===== src/rtl/alzette_ise_seq_if.sv =====
// Request/response bundle between the core's multi-cycle execute stage and the Alzette unit.
// The core is the master: it drives the request and consumes rd.
interface alzette_ise_seq_if;
  logic        in_valid;
  logic        in_ready;
  logic [31:0] rs1;
  logic [31:0] rs2;
  logic [2:0]  imm;
  logic        op_x;
  logic        op_enc;
  logic        out_valid;
  logic        out_ready;
  logic [31:0] rd;

  modport master (
    output in_valid, rs1, rs2, imm, op_x, op_enc, out_ready,
    input  in_ready, out_valid, rd
  );

  modport slave (
    input  in_valid, rs1, rs2, imm, op_x, op_enc, out_ready,
    output in_ready, out_valid, rd
  );
endinterface


===== src/rtl/alzette_ise_seq.sv =====
// Sequential Alzette ARX-box (encrypt or inverse) for the rv32 Sparkle ISE.
// QPC quarters are evaluated per BUSY cycle; a one-entry cache serves the partner word of a pair.
module alzette_ise_seq #(
  parameter int   QPC   = 4,
  parameter logic DEC_E = 1'b1,
  parameter logic CACHE = 1'b1
) (
  input  logic               clk,
  input  logic               rst,
  alzette_ise_seq_if.slave   bus
);

  if (QPC != 1 && QPC != 2 && QPC != 4) begin : g_bad_qpc
    $error("alzette_ise_seq: QPC must be 1, 2 or 4");
  end

  localparam int         NCYC = 4 / QPC;
  localparam logic [1:0] LAST = 2'(NCYC - 1);

  typedef enum logic [1:0] {
    IDLE = 2'd0,
    BUSY = 2'd1,
    DONE = 2'd2
  } state_t;

  function automatic logic [31:0] rotr(input logic [31:0] v, input logic [4:0] r);
    logic [63:0] t;
    t = {v, v} >> r;
    return t[31:0];
  endfunction

  function automatic logic [31:0] round_const(input logic [2:0] i);
    case (i)
      3'd0:    return 32'hB7E15162;
      3'd1:    return 32'hBF715880;
      3'd2:    return 32'h38B4DA56;
      3'd3:    return 32'h324E7738;
      3'd4:    return 32'hBB1185EB;
      3'd5:    return 32'h4F7C7B57;
      3'd6:    return 32'hCFBFA1C8;
      3'd7:    return 32'hC2B3293D;
      default: return 32'h00000000;
    endcase
  endfunction

  function automatic logic [4:0] rot_r(input logic [1:0] q);
    case (q)
      2'd0:    return 5'd31;
      2'd1:    return 5'd17;
      2'd2:    return 5'd0;
      2'd3:    return 5'd24;
      default: return 5'd0;
    endcase
  endfunction

  function automatic logic [4:0] rot_s(input logic [1:0] q);
    case (q)
      2'd0:    return 5'd24;
      2'd1:    return 5'd17;
      2'd2:    return 5'd31;
      2'd3:    return 5'd16;
      default: return 5'd0;
    endcase
  endfunction

  // The inverse walks the same quarter index upward but uses the rotations of quarter 3-q.
  function automatic logic [63:0] quarter(input logic [31:0] x, input logic [31:0] y,
                                          input logic [31:0] c, input logic [1:0] q,
                                          input logic enc);
    logic [31:0] xa;
    logic [31:0] ya;
    logic [1:0]  qd;
    qd = 2'd3 - q;
    if (enc) begin
      xa = x + rotr(y, rot_r(q));
      ya = y ^ rotr(xa, rot_s(q));
      xa = xa ^ c;
    end else begin
      xa = x ^ c;
      ya = y ^ rotr(xa, rot_s(qd));
      xa = xa - rotr(ya, rot_r(qd));
    end
    return {xa, ya};
  endfunction

  state_t      state_r;
  state_t      state_next_s;
  logic [1:0]  counter_r;
  logic [31:0] x_r;
  logic [31:0] y_r;
  logic [31:0] c_r;
  logic        enc_r;
  logic        op_x_r;
  logic [67:0] key_r;
  logic [31:0] rd_r;
  logic        out_valid_r;
  logic        in_ready_r;
  logic        cache_valid_r;
  logic [67:0] cache_key_r;
  logic [31:0] cache_x_r;
  logic [31:0] cache_y_r;

  logic        op_enc_eff_s;
  logic [67:0] req_key_s;
  logic        hit_s;
  logic        accept_s;
  logic        hit_take_s;
  logic        finish_s;
  logic [63:0] xy_s;

  assign op_enc_eff_s = bus.op_enc | ~DEC_E;
  assign req_key_s    = {bus.rs1, bus.rs2, bus.imm, op_enc_eff_s};
  assign hit_s        = CACHE && cache_valid_r && (cache_key_r == req_key_s);

  assign bus.in_ready  = in_ready_r;
  assign bus.out_valid = out_valid_r;
  assign bus.rd        = rd_r;

  // Combinational chain of QPC quarters starting at quarter counter*QPC.
  always_comb begin
    xy_s = {x_r, y_r};
    for (int k = 0; k < QPC; k++) begin
      xy_s = quarter(xy_s[63:32], xy_s[31:0], c_r, 2'(int'(counter_r) * QPC + k), enc_r);
    end
  end

  // Next-state decode and the one-cycle control strobes.
  always_comb begin
    state_next_s = state_r;
    accept_s     = 1'b0;
    hit_take_s   = 1'b0;
    finish_s     = 1'b0;
    case (state_r)
      IDLE: begin
        if (bus.in_valid) begin
          if (hit_s) begin
            state_next_s = DONE;
            hit_take_s   = 1'b1;
          end else begin
            state_next_s = BUSY;
            accept_s     = 1'b1;
          end
        end else begin
          state_next_s = IDLE;
        end
      end
      BUSY: begin
        if (counter_r == LAST) begin
          state_next_s = DONE;
          finish_s     = 1'b1;
        end else begin
          state_next_s = BUSY;
        end
      end
      DONE: begin
        if (bus.out_ready) begin
          state_next_s = IDLE;
        end else begin
          state_next_s = DONE;
        end
      end
      default: state_next_s = IDLE;
    endcase
  end

  // State, operand latches, result register and result cache.
  always_ff @(posedge clk or posedge rst) begin
    if (rst) begin
      state_r       <= IDLE;
      counter_r     <= 2'd0;
      x_r           <= 32'd0;
      y_r           <= 32'd0;
      c_r           <= 32'd0;
      enc_r         <= 1'b1;
      op_x_r        <= 1'b0;
      key_r         <= 68'd0;
      rd_r          <= 32'd0;
      out_valid_r   <= 1'b0;
      in_ready_r    <= 1'b1;
      cache_valid_r <= 1'b0;
      cache_key_r   <= 68'd0;
      cache_x_r     <= 32'd0;
      cache_y_r     <= 32'd0;
    end else begin
      state_r     <= state_next_s;
      in_ready_r  <= (state_next_s == IDLE);
      out_valid_r <= (state_next_s == DONE);
      if (accept_s) begin
        x_r       <= bus.rs1;
        y_r       <= bus.rs2;
        c_r       <= round_const(bus.imm);
        enc_r     <= op_enc_eff_s;
        op_x_r    <= bus.op_x;
        key_r     <= req_key_s;
        counter_r <= 2'd0;
      end else if (state_r == BUSY) begin
        x_r       <= xy_s[63:32];
        y_r       <= xy_s[31:0];
        counter_r <= counter_r + 2'd1;
      end
      if (hit_take_s) begin
        rd_r <= bus.op_x ? cache_x_r : cache_y_r;
      end else if (finish_s) begin
        rd_r <= op_x_r ? xy_s[63:32] : xy_s[31:0];
        if (CACHE) begin
          cache_valid_r <= 1'b1;
          cache_key_r   <= key_r;
          cache_x_r     <= xy_s[63:32];
          cache_y_r     <= xy_s[31:0];
        end
      end
    end
  end

endmodule

===== src/flat_wrapper.sv =====
// flat-port wrapper written by rule: the top's interface ports become plain ports
module alzette_ise_seq_flat 
#(
  parameter int   QPC   = 4,
  parameter logic DEC_E = 1'b1,
  parameter logic CACHE = 1'b1
)
  (clk, rst, bus_in_valid, bus_rs1, bus_rs2, bus_imm, bus_op_x, bus_op_enc, bus_out_ready, bus_in_ready, bus_out_valid, bus_rd);
  alzette_ise_seq_if bus_i ();
  input  logic clk;
  input  logic rst;
  input wire logic [$bits(bus_i.in_valid)-1:0] bus_in_valid;
  input wire logic [$bits(bus_i.rs1)-1:0] bus_rs1;
  input wire logic [$bits(bus_i.rs2)-1:0] bus_rs2;
  input wire logic [$bits(bus_i.imm)-1:0] bus_imm;
  input wire logic [$bits(bus_i.op_x)-1:0] bus_op_x;
  input wire logic [$bits(bus_i.op_enc)-1:0] bus_op_enc;
  input wire logic [$bits(bus_i.out_ready)-1:0] bus_out_ready;
  output wire logic [$bits(bus_i.in_ready)-1:0] bus_in_ready;
  output wire logic [$bits(bus_i.out_valid)-1:0] bus_out_valid;
  output wire logic [$bits(bus_i.rd)-1:0] bus_rd;
  assign bus_i.in_valid = bus_in_valid;
  assign bus_i.rs1 = bus_rs1;
  assign bus_i.rs2 = bus_rs2;
  assign bus_i.imm = bus_imm;
  assign bus_i.op_x = bus_op_x;
  assign bus_i.op_enc = bus_op_enc;
  assign bus_i.out_ready = bus_out_ready;
  assign bus_in_ready = bus_i.in_ready;
  assign bus_out_valid = bus_i.out_valid;
  assign bus_rd = bus_i.rd;
  alzette_ise_seq #(.QPC(QPC), .DEC_E(DEC_E), .CACHE(CACHE)) u_core (.clk(clk), .rst(rst), .bus(bus_i));
endmodule

===== config.mk =====
export PLATFORM = sky130hd
export DESIGN_NAME = alzette_ise_seq_flat
export DESIGN_NICKNAME = d
export VERILOG_FILES = /design/src/rtl/alzette_ise_seq_if.sv /design/src/rtl/alzette_ise_seq.sv /design/src/flat_wrapper.sv
export SDC_FILE = /design/constraint.sdc
export NUM_CORES = 2
export LEC_CHECK = 0
export CAP_MARGIN = 20
export CELL_PAD_IN_SITES_DETAIL_PLACEMENT = 0
export CELL_PAD_IN_SITES_GLOBAL_PLACEMENT = 2
export CORE_UTILIZATION = 39
export CTS_CLUSTER_DIAMETER = 50
export CTS_CLUSTER_SIZE = 28
export DETAILED_ROUTE_END_ITERATION = 8
export GPL_TIMING_DRIVEN = 1
export MAX_ROUTING_LAYER = met4
export PLACE_DENSITY = 0.93
export SLEW_MARGIN = 30
export SYNTH_ARGS = -nofsm -noshare
export SYNTH_HDL_FRONTEND = slang
export SYNTH_SLANG_ARGS = --single-unit

===== constraint.sdc =====
create_clock -name clk -period 20.6 [get_ports clk]
set_clock_uncertainty 0.15 [all_clocks]
set_input_delay 2.06 -clock clk [delete_from_list [all_inputs] [get_ports clk]]
set_output_delay 2.06 -clock clk [all_outputs]
set_load 0.05 [all_outputs]

==> flow_metrics.env <==
export IMPL_syn_area_per_cell_um2=8.15
export IMPL_syn_num_nets=4579
export IMPL_pre_cts_ws_ns=3.72
export IMPL_start_util=0.397
export IMPL_gp_congestion=1.08
export IMPL_tightest_slew_ns=1.18
export IMPL_grt_pass1_wl_um=228000
export IMPL_cts_tree="built"
export IMPL_crit_arrival_ns=17.75
export IMPL_cts_root_buf="clkbuf_16"
export IMPL_cp_start_kind="flip-flop"
export IMPL_status="complete, no violations"
export IMPL_seqCellArea_um2=8360
export IMPL_clk_pin_slew_ns=0.07
export IMPL_ioPinCount=107
export IMPL_fmax_mhz=57.4
export IMPL_area_growth_synth_to_final_pct=11.3
export IMPL_setup_slack_ns=3.19
export IMPL_cts_buffer_depth=3
export IMPL_synth_area_leaders="dfrtp_1 24%, xnor2_1 12%, ha_1 8.8%"
export IMPL_synth_top_cell_by_area="dfrtp_1"
export IMPL_fill_cells=8852
export IMPL_ys_warn_count=0
export IMPL_maxSlewHeadroom=0.205
export IMPL_crit_path_frequent_cell="a21oi_1"
export IMPL_drtAntennaViolNets=0
export IMPL_drtIter0Drc=3670
export IMPL_synth_seq_cells=334
export IMPL_rsz0062_at_grt="no"
export IMPL_post_cts_resized=0
export IMPL_async_flop_share=1.00
export IMPL_drt_total_wl_um=163000
export IMPL_fin_crit_ns=17.41
export IMPL_grt_antenna_before_repair=12
export IMPL_finalSetupTns_ns=0
export IMPL_overflow=0
export IMPL_rr_worst_depth=66
export IMPL_row_count=108
export IMPL_port_buffers=106
export IMPL_vias=33300
export IMPL_cp_max_fo=5
export IMPL_post_cts_buffers=0
export IMPL_hold_violations=0
export IMPL_syn_inst=4254
export IMPL_drt_wirelength_per_cell_um=29.8
export IMPL_dieArea_um2=90100
export IMPL_core_um2=87400
export IMPL_hold_path_class="reg -> reg"
export IMPL_synthFlopType="dfrtp_1"
export IMPL_setup_violations=0
export IMPL_synth_top_cell_area_share=0.240
export IMPL_numClockSinks=334
export IMPL_num_nets_final=4601
export IMPL_insertion_delay_ns=0.59
export IMPL_route_detailed_drc=0
export IMPL_required_ns=20.94
export IMPL_postCtsHoldBufs=0
export IMPL_yosysUniqueCellTypes=98
export IMPL_slew_violations=0
export IMPL_syn_area_um2=34700
export IMPL_drt_first_pass_iters=6
export IMPL_ys_seq_area_frac=0.241
export IMPL_htree_levels=2
export IMPL_synth_edf_count=0
export IMPL_grt_start_max_net_pins=187
export IMPL_hold_path_depth=2
export IMPL_fp_dieW_um=300
export IMPL_grt_usage=0.363
export IMPL_die_y_um=300
export IMPL_layout_drive_gt1_share=0.0689
export IMPL_worst_path_largest_cell_delay_ns=0.75
export IMPL_worstSetupEndpointType="flip-flop"
export IMPL_critical_path_class="reg -> reg"
export IMPL_grt_pass1_vias=30800
export IMPL_place_hpwl_um=131000
export IMPL_drv_cap=0
export IMPL_fin_crit_sh=0.845
export IMPL_multi_input_area_um2=24800
export IMPL_avgViaCountPerCell=6.09
export IMPL_worst_path_max_delay_cell="xnor2_1"
export IMPL_cts_made_buffers=43
==> cells in the mapped netlist, types with 96 or more instances <==
master / count
a21o_1: 106
a21oi_1: 305
clkbuf_1: 149
dfrtp_1: 332
ha_1: 245
inv_1: 226
mux2i_1: 96
nand2_1: 519
nor2_1: 245
o21ai_0: 309
xnor2_1: 471
xor2_1: 310
==> layout by cell type (no fill, tap or decap), types with 47 or more instances in the layout <==
master           count
a22oi_1             47
xnor2_1            462
xor2_1             309
o21ai_0            306
inv_1              224
mux2_2              82
a21oi_1            305
nand3_1             68
nand2_1            518
mux2i_1             96
buf_4               58
dfrtp_1            332
clkdlybuf4s50_1    105
a21o_1             106
nor2_1             243
ha_1               245
==> flip-flops by register name, indices dropped and copies added, names as in the netlist, 2 cells and up <==
| signal | count |
|---|---|
| u_core.cache_key_r | 68 |
| u_core.key_r | 68 |
| u_core.bus.rd | 32 |
| u_core.cache_x_r | 32 |
| u_core.cache_y_r | 32 |
| u_core.x_r | 32 |
| u_core.y_r | 32 |
| u_core.c_r | 29 |
| u_core.counter_r | 2 |
| u_core.state_r | 2 |
==> cells by family (layout without fill, tap and decap cells) <==
family,Yosys count,count (layout),synth area share
other cells,0,6,0
fa+ha+maj,257,257,0.0939
compound gates,1128,1128,0.207
flops,334,334,0.241
simple gates,1132,1132,0.148
mux,179,179,0.0547
xor+xnor,798,798,0.208
buf+inv,426,481,0.0472
==> layer usage <==
| layer | vias to the layer above | track usage | routed length (µm) |
|---|---|---|---|
| li1 | 14900 | - | - |
| met4 | 0 | 0.165 | 8710 |
| met2 | 1721 | 0.531 | 70000 |
| met1 | 16300 | 0.488 | 69600 |
| met3 | 336 | 0.0613 | 14600 |
| met5 | - | - | 0 |
==> worst paths after layout <==
path	start	end	slack, ns
max in group asynchronous	rst	u_core.bus.rd[26]	16.43
min	u_core.key_r[16]	u_core.cache_key_r[16]	0.31
max reg2reg	u_core.y_r[4]	u_core.bus.rd[15]	3.19
max	u_core.y_r[4]	u_core.bus.rd[15]	3.19
min reg2reg	u_core.key_r[16]	u_core.cache_key_r[16]	0.31
min in group asynchronous	rst	u_core.key_r[45]	1.79
==> metrics by stage <==
step / instances / area [µm²] / hold slack (ns) / util
finish: 5470 / 38600 / 0.310 / 0.441
detailed placement: 5385 / 37100 / 0.297 / 0.424
global placement: 5384 / 37000 / 0.292 / 0.423
CTS: 5463 / 38500 / 0.311 / 0.441
floorplan: 4254 / 34700 / 0.277 / -
global route: 5465 / 38600 / 0.328 / 0.441
==> cell type report <==
cell class | count | share of cell area
clock buffers | 46 | 0.0284
multi-input cells | 3494 | 0.643
flip-flops and latches | 334 | 0.217
diodes | 6 | 0.000389
inverters | 234 | 0.0232
well taps | 1155 | 0.0375
repair buffers | 169 | 0.0412
clock inverters | 32 | 0.00986
==> critical path: cells and delay by family, from the launching register on <==
kind	cells	cell delay, ns
compound gates	41	9.48
xor+xnor	9	3.34
fa+ha+maj	4	1.44
buf+inv	1	0.10
flops	1	0.74
mux	2	0.30
simple gates	9	1.74
Power is left out: the tool's default activity adds up to more than one toggle a clock period on the data nets, which glitch-free logic cannot reach.
